**src/rtl/opc_pkg.sv**
```systemverilog
// Shared types and constants for the OPC boot loader.
// States CSUM/ERROR exist only when OPC_LOADER_CHECKSUM_EN is defined.
package opc_pkg;

    localparam int ADDR_W = 11;
    localparam int DATA_W = 8;
    localparam logic [ADDR_W-1:0] LOAD_BASE_DEFAULT = 11'h100;

`ifdef OPC_LOADER_CHECKSUM_EN
    typedef enum logic [2:0] {
        ST_IDLE  = 3'd0,
        ST_LOAD  = 3'd1,
        ST_WRITE = 3'd2,
        ST_RUN   = 3'd3,
        ST_CSUM  = 3'd4,
        ST_ERROR = 3'd5
    } state_t;
`else
    typedef enum logic [2:0] {
        ST_IDLE  = 3'd0,
        ST_LOAD  = 3'd1,
        ST_WRITE = 3'd2,
        ST_RUN   = 3'd3
    } state_t;
`endif

    // Image addresses wrap at the bus width, so a long image folds back to 0.
    function automatic logic [ADDR_W-1:0] load_addr(input logic [ADDR_W-1:0] base,
                                                    input logic [ADDR_W-1:0] count);
        return base + count;
    endfunction

endpackage

```
**src/rtl/opc_bus_mux.sv**
```systemverilog
// Combinational memory-bus owner select: CPU when i_owner_cpu, loader otherwise.
module opc_bus_mux
    import opc_pkg::*;
(
    input  logic              i_owner_cpu,
    input  logic [ADDR_W-1:0] i_ldr_address,
    input  logic              i_ldr_rnw,
    input  logic [DATA_W-1:0] i_ldr_wdata,
    input  logic [ADDR_W-1:0] i_cpu_address,
    input  logic              i_cpu_rnw,
    input  logic [DATA_W-1:0] i_cpu_wdata,
    output logic [ADDR_W-1:0] o_mem_address,
    output logic              o_mem_rnw,
    output logic [DATA_W-1:0] o_mem_wdata
);

    always_comb begin
        if (i_owner_cpu) begin
            o_mem_address = i_cpu_address;
            o_mem_rnw     = i_cpu_rnw;
            o_mem_wdata   = i_cpu_wdata;
        end else begin
            o_mem_address = i_ldr_address;
            o_mem_rnw     = i_ldr_rnw;
            o_mem_wdata   = i_ldr_wdata;
        end
    end

endmodule

```
**src/rtl/opc_boot_loader.sv**
```systemverilog
// Boot sequencer: streams an image into RAM at LOAD_BASE, then releases the CPU.
// Optional checksum byte and ERROR state enabled by OPC_LOADER_CHECKSUM_EN.
module opc_boot_loader
    import opc_pkg::*;
#(
    parameter logic [ADDR_W-1:0] LOAD_BASE = LOAD_BASE_DEFAULT
) (
    input  logic              clk,
    input  logic              reset_b,
    input  logic              start,
    input  logic [ADDR_W-1:0] len,
    input  logic              in_valid,
    input  logic [DATA_W-1:0] in_data,
    output logic              in_ready,
    output logic              cpu_reset_b,
    input  logic [ADDR_W-1:0] cpu_address,
    input  logic              cpu_rnw,
    input  logic [DATA_W-1:0] cpu_wdata,
    output logic [ADDR_W-1:0] mem_address,
    output logic              mem_rnw,
    output logic [DATA_W-1:0] mem_wdata,
    output logic              busy,
    output logic              err
);

    state_t            r_state;
    state_t            w_next_state;
    state_t            w_start_target;
    logic [ADDR_W-1:0] r_len;
    logic [ADDR_W-1:0] r_count;
    logic [DATA_W-1:0] r_byte;
    logic              r_cpu_reset_b;
    logic              w_load_start;
    logic              w_ldr_rnw;
    logic              w_in_ready;
    logic              w_busy;
    logic              w_last_byte;

`ifdef OPC_LOADER_CHECKSUM_EN
    logic [DATA_W-1:0] r_sum;
    // An empty image still goes through the checksum step, expecting 0.
    assign w_start_target = (len != '0) ? ST_LOAD : ST_CSUM;
    assign err            = (r_state == ST_ERROR);
`else
    assign w_start_target = (len != '0) ? ST_LOAD : ST_RUN;
    assign err            = 1'b0;
`endif

    assign w_last_byte = ((r_count + 11'd1) == r_len);

    always_comb begin
        w_next_state = r_state;
        w_load_start = 1'b0;
        w_ldr_rnw    = 1'b1;
        w_in_ready   = 1'b0;
        w_busy       = 1'b0;
        case (r_state)
            ST_IDLE, ST_RUN: begin
                if (start) begin
                    w_load_start = 1'b1;
                    w_next_state = w_start_target;
                end
            end
            ST_LOAD: begin
                w_in_ready = 1'b1;
                w_busy     = 1'b1;
                if (in_valid) begin
                    w_next_state = ST_WRITE;
                end
            end
            ST_WRITE: begin
                w_ldr_rnw = 1'b0;
                w_busy    = 1'b1;
                if (w_last_byte) begin
`ifdef OPC_LOADER_CHECKSUM_EN
                    w_next_state = ST_CSUM;
`else
                    w_next_state = ST_RUN;
`endif
                end else begin
                    w_next_state = ST_LOAD;
                end
            end
`ifdef OPC_LOADER_CHECKSUM_EN
            ST_CSUM: begin
                w_in_ready = 1'b1;
                w_busy     = 1'b1;
                if (in_valid) begin
                    w_next_state = (in_data == r_sum) ? ST_RUN : ST_ERROR;
                end
            end
            ST_ERROR: begin
                if (start) begin
                    w_load_start = 1'b1;
                    w_next_state = w_start_target;
                end
            end
`endif
            default: w_next_state = ST_IDLE;
        endcase
    end

    always_ff @(posedge clk or negedge reset_b) begin
        if (!reset_b) begin
            r_state       <= ST_IDLE;
            r_len         <= '0;
            r_count       <= '0;
            r_byte        <= '0;
            r_cpu_reset_b <= 1'b0;
        end else begin
            r_state       <= w_next_state;
            // Registered release: the CPU and bus ownership change on the same edge.
            r_cpu_reset_b <= (w_next_state == ST_RUN);
            if (w_load_start) begin
                r_len   <= len;
                r_count <= '0;
            end else if (r_state == ST_WRITE) begin
                r_count <= r_count + 11'd1;
            end
            if ((r_state == ST_LOAD) && in_valid) begin
                r_byte <= in_data;
            end
        end
    end

`ifdef OPC_LOADER_CHECKSUM_EN
    always_ff @(posedge clk or negedge reset_b) begin
        if (!reset_b) begin
            r_sum <= '0;
        end else if (w_load_start) begin
            r_sum <= '0;
        end else if (r_state == ST_WRITE) begin
            r_sum <= r_sum + r_byte;
        end
    end
`endif

    assign in_ready    = w_in_ready;
    assign busy        = w_busy;
    assign cpu_reset_b = r_cpu_reset_b;

    opc_bus_mux u_bus_mux (
        .i_owner_cpu   (r_state == ST_RUN),
        .i_ldr_address (load_addr(LOAD_BASE, r_count)),
        .i_ldr_rnw     (w_ldr_rnw),
        .i_ldr_wdata   (r_byte),
        .i_cpu_address (cpu_address),
        .i_cpu_rnw     (cpu_rnw),
        .i_cpu_wdata   (cpu_wdata),
        .o_mem_address (mem_address),
        .o_mem_rnw     (mem_rnw),
        .o_mem_wdata   (mem_wdata)
    );

endmodule
```
**config.mk**
```make
export PLATFORM = sky130hd
export DESIGN_NAME = opc_boot_loader
export DESIGN_NICKNAME = d
export VERILOG_FILES = /design/src/rtl/opc_pkg.sv /design/src/rtl/opc_bus_mux.sv /design/src/rtl/opc_boot_loader.sv
export SDC_FILE = /design/constraint.sdc
export NUM_CORES = 1
export LEC_CHECK = 0
export CORE_UTILIZATION = 47
export DETAILED_ROUTE_END_ITERATION = 6
export GPL_ROUTABILITY_DRIVEN = 0
export PLACE_DENSITY = 0.9
export SLEW_MARGIN = 15
export SYNTH_ARGS = -nofsm -noshare
export SYNTH_HDL_FRONTEND = slang
export SYNTH_SLANG_ARGS = --single-unit
export TNS_END_PERCENT = 1
```
**constraint.sdc**
```tcl
create_clock -name clk -period 2.4 [get_ports clk]
set_input_delay 0.72 -clock clk [delete_from_list [all_inputs] [get_ports clk]]
set_output_delay 0.72 -clock clk [all_outputs]
set_load 0.05 [all_outputs]
```
==> Word-level counts from Yosys, hierarchy flattened <==
Index checks and enable logic that the tools add are counted.
W data, S select, Z words.
{ "totals": {"reg_bits": 34, "inputBits": 43, "output_inout_bits": 24, "wordCells": 33} }
{ "op_classes": {"n_addsub": 2, "eq_ne": 5, "mux": 15, "reduce_logical": 6} }
{ "ops": {"columns": ["op", "n"], "rows": [
  ["$mux W11", 3],
  ["$add A11 B1 Y11 const B", 1],
  ["$add A9 B11 Y11 const A", 1],
  ["$eq A11 B11 Y1", 1],
  ["$reduce_bool A11 Y1", 1],
  ["$eq A3 B2 Y1 const B", 3],
  ["$pmux W3 S3", 1],
  ["$mux W8", 1],
  ["$mux W1", 6],
  ["$mux W3", 2],
  ["$mux W2", 2],
  ["$reduce_or A2 Y1", 2],
  ["$eq A3 B1 Y1 const B", 1],
  ["$logic_not A3 Y1", 1],
  ["$reduce_bool A2 Y1", 1],
  ["$logic_and A1 B1 Y1", 1]
]} }

==> Depth between registers and ports, before layout <==
Gate-level depths: netlist of run 1.
{ "logic_depth": {"depth_word": 5, "ltp_mapped": 7, "ltp_nobuf": 7} }

==> By module <==
From an unflattened synthesis of run 1, not the netlist that was laid out.
{ "unflattened": {"cells_unflattened": 195, "area_unflattened_um2": 2168.3} }
{ "by_module_without_submodules": {"columns": ["mod", "n_inst", "cells_per_inst", "area_each_um2", "seq_area_each_um2"], "rows": [
  ["opc_boot_loader", 1, 173, 1845.5, 850.8],
  ["opc_bus_mux", 1, 22, 322.8, 0.0]
]} }

==> Least setup slack after synthesis of run 1 <==
OpenSTA, ideal clock, no wires.
{ "synth_timing": {"kind": "register to output", "startpoint": "register r_state[1]", "endpoint": "output mem_address[10]", "arrival_time_ns": 1.818, "required_time_ns": 1.680, "path_slack_ns": -0.138, "stages_incl_launch_ff": 6, "n_path_buf": 1, "cell_sequence": "dfrtp_1 -> nor2b_1 -> nand2_1 -> clkbuf_1 -> nor2_1 -> a21oi_1"} }
{ "synth_between": {"elab_chain_cells": 2} }
{ "synth_rtl": {"columns": ["element", "line_no", "rtl"], "rows": [
  ["start, declared", "opc_boot_loader.sv:26", "state_t r_state;"],
  ["start signal, assigned", "opc_boot_loader.sv:111", "r_state <= w_next_state;"],
  ["$eq A3 B2 Y1", "opc_boot_loader.sv:143", ".i_owner_cpu (r_state == ST_RUN),"],
  ["$mux W11", "opc_bus_mux.sv:18", "if (i_owner_cpu) begin"],
  ["end, declared", "opc_boot_loader.sv:19", "output logic [ADDR_W-1:0] mem_address,"]
]} }
No other way between the ends.

==> Final worst setup path of run 1 <==
{ "layout_timing": {"startpoint": "register r_state[2]", "endpoint": "output mem_wdata[2]"} }
{ "layout_between": {"elab_chain_cells": 2} }
{ "layout_rtl": {"columns": ["element", "line_no", "rtl"], "rows": [
  ["$eq A3 B2 Y1", "opc_boot_loader.sv:143", null],
  ["$mux W8", "opc_bus_mux.sv:18", null],
  ["end, declared", "opc_boot_loader.sv:21", "output logic [DATA_W-1:0] mem_wdata,"]
]} }
No other way between the ends.

==> results of run 1 <==
## area by class of cell
| class | instances | share of cell area (%) |
|---|---|---|
| inverters | 2 | 0.237 |
| well taps | 52 | 2.06 |
| repair buffers | 76 | 29.6 |
| clock buffers | 7 | 2.73 |
| multi-input cells | 166 | 38.3 |
| clock inverters | 1 | 0.158 |
| flip-flops and latches | 34 | 27.0 |
## critical path: stages, from the launching register on
cell and delay (ns):
dfrtp_2 0.45, nor2b_4 0.18, nand2_2 0.10, buf_4 0.18, mux2_2 0.30, buf_12 0.15
## stage by stage
stage / worst slack (ns) / area, um^2 / util, %
final: 0.0369 / 3160 / 72.7
after global routing: -0.0192 / 3160 / 72.7
after CTS: 0.00145 / 3160 / 72.5
after detailed placement: 0.0333 / 3040 / 69.8
after global placement: 0.0689 / 3040 / 69.8
after floorplan: -0.138 / 2120 / -
## cell families after synthesis
| logic type | synth area share, % |
|---|---|
| buffers and inverters | 3.42 |
| and+or+nand+nor | 18.9 |
| DFF | 40.1 |
| muxes | 19.1 |
| AOI/OAI and AO/OA | 10.4 |
| other | 0.177 |
| adders and majority gates | 1.18 |
| xor gates and xnor gates | 6.61 |
## flip-flops by register name, summed over array words and instances, names as in the netlist
name and count:
cpu_reset_b 1, r_byte 8, r_count 11, r_len 11, r_state 3
## cells in the mapped netlist, types with 2 or more instances
library cell,n,area (um^2)
a311oi_1,2,17.5
a31oi_1,2,12.5
o21ai_0,14,70.1
xnor2_1,10,87.6
nand3_1,7,35.0
nor3b_1,2,15.0
dfrtp_1,34,851
a21oi_1,10,50.1
ha_1,2,25.0
o31ai_1,2,15.0
and2_1,3,18.8
clkbuf_1,6,22.5
nor3_1,2,10.0
or3_1,2,12.5
buf_2,7,35.0
nand2_1,18,67.6
o21a_1,2,15.0
nand2b_1,4,25.0
mux2_2,36,405
xor2_1,6,52.6
inv_1,2,7.51
nor2b_1,4,25.0
nor2_1,18,67.6
nor4_1,3,18.8
## power by group
part | internal (uW) | switching [uW]
clock network | 231 | 203
logic | 443 | 407
registers | 672 | 98.0
total | 1350 | 708
## worst min-delay path by stage
stage,from,to,slack (ns),cells past startpoint
4_1_cts,r_byte[7]$_DFFE_PN0P_,r_byte[7]$_DFFE_PN0P_,0.51,1
5_1_grt,r_byte[7]$_DFFE_PN0P_,r_byte[7]$_DFFE_PN0P_,0.53,1
2_1_floorplan,reset_b,cpu_reset_b$_DFF_PN0_,0.42,0
6_report,r_byte[6]$_DFFE_PN0P_,r_byte[6]$_DFFE_PN0P_,0.51,1
3_5_place_dp,r_byte[7]$_DFFE_PN0P_,r_byte[7]$_DFFE_PN0P_,0.49,1
3_3_place_gp,r_byte[3]$_DFFE_PN0P_,r_byte[3]$_DFFE_PN0P_,0.49,1
## metal layers
layer	up-vias	wire (um)	track usage (%)
met5	-	0	0
met4	0	216	13.4
met2	80	3080	44.6
met1	998	2300	31.6
li1	910	-	-
met3	21	334	5.81
## repair_timing
item                       in CTS  in global routing
gates resized for setup         6                  2
setup buffers                   1                  0
setup endpoints to repair      19                 19
gates cloned                    1                  0
hold endpoints to repair        0                  0
hold buffers                    0                  0
## cells in the final DEF (no fill, tap or decap), drive strengths merged, types with 7 or more instances in the layout
cell type / n
xnor2: 10
mux2: 36
a21oi: 10
nor2: 18
o21ai: 14
clkdlybuf4s50: 43
clkbuf: 7
nand3: 7
buf: 33
dfrtp: 34
nand2: 18
==> reports/metrics.csv, run 1 <==
metric;value;unit
r2r-start;r_count[0]$_DFFE_PN0P_;
powerDensity;649;nW/um^2
wl_per_cell;17.5;um
drive_above_1_share;29.7;%
die_area;4790;um^2
ff2ff_path_depth;7;
p_leak;0.00134;uW
finalHoldViolations;0;
htreeDepth;2;
worstSetupEndpoint;mem_wdata[2];
port-buffer-count;65;
grt_remaining_overflow;0;
fin_cells;338;
arrival;1.64;ns
critPathLaunch;r_state[2]$_DFF_PN0_;
rsz0062_at_grt;yes;
max_freq;423;MHz
rows;24;
crit_fanout;7;
synth_flop_cell;dfrtp_1;
relSlewSlack;65.1;%
ys_types;41;
initial_core_util;48.7;%
final_nets;330;
crit_required;1.68;ns
path_class;flip-flop to output pin;
via_count;2009;
ys_seq_area_share;40.1;%
grt_pass1_vias;2043;
cts_buffers;5;
clockBufferDepth;2;
irDropWorstVdd;0.622;mV
antenna_found_initial;0;
postRouteWirelength;5.93;mm
netlist_instances;215;
multi_input_area;1210;um^2
r2r_slack;0.29;ns
fin_hold_ws;0.513;ns
coreArea;4350;um^2
area_delta_synth_final;49.2;%
reg2reg_to;cpu_reset_b$_DFF_PN0_;
n_fill_cell;278;
die-width;69.2;um
worst_pin_slew;0.524;ns
grtUsageTotal;26.4;%
setup_viol_count_final;0;
clockRootBuffer;clkbuf_8;
clkSinkCount;34;
routed_via_density;5.94;
fin_skew;0.00719;ns
status;finished clean;
firstDrtPassIters;4;
ant_nets;0;
finalSetupTns;0;ns
max-cap-violations;0;
min_period;2.36;ns
min_period_over_period;98.5;%
total_power;2050;uW
synthArstFlopShare;100;%
start_kind;flip-flop;
hold_path_class;flip-flop to flip-flop;
syn_area;2120;um^2
grt_pass1_wl;9.89;mm
yosys_warnings;0;
cp-end-kind;output pin;
synth-edff-count;0;
die_h;69.2;um
avgSynthCellArea;9.86;um^2
hpwl;4.34;mm
antenna_cells;0;
grt_max_degree;35;
drt_iter0_markers;170;
slew_viol_final;0;
synth-seq-cells;34;
clk_pin_slew;0.06;ns
seq_area;853;um^2
place_inst;328;
ioPinCount;67;
drc_errors;0;
tritoncts;yes;
clkLatencyLatePin;0.29;ns
(Power assumes the default switching activity.)
==> run 2: changes to the inputs <==
--- a/config.mk
+++ b/config.mk
@@ -6,8 +6,9 @@
 export NUM_CORES = 1
 export LEC_CHECK = 0
 export CORE_UTILIZATION = 47
+export CTS_CLUSTER_SIZE = 20
 export DETAILED_ROUTE_END_ITERATION = 6
-export GPL_ROUTABILITY_DRIVEN = 0
+export GPL_ROUTABILITY_DRIVEN = 1
 export PLACE_DENSITY = 0.9
 export SLEW_MARGIN = 15
 export SYNTH_ARGS = -nofsm -noshare
==> results of run 2 <==
Final layout, timing and power as in run 1 (identical DEF).
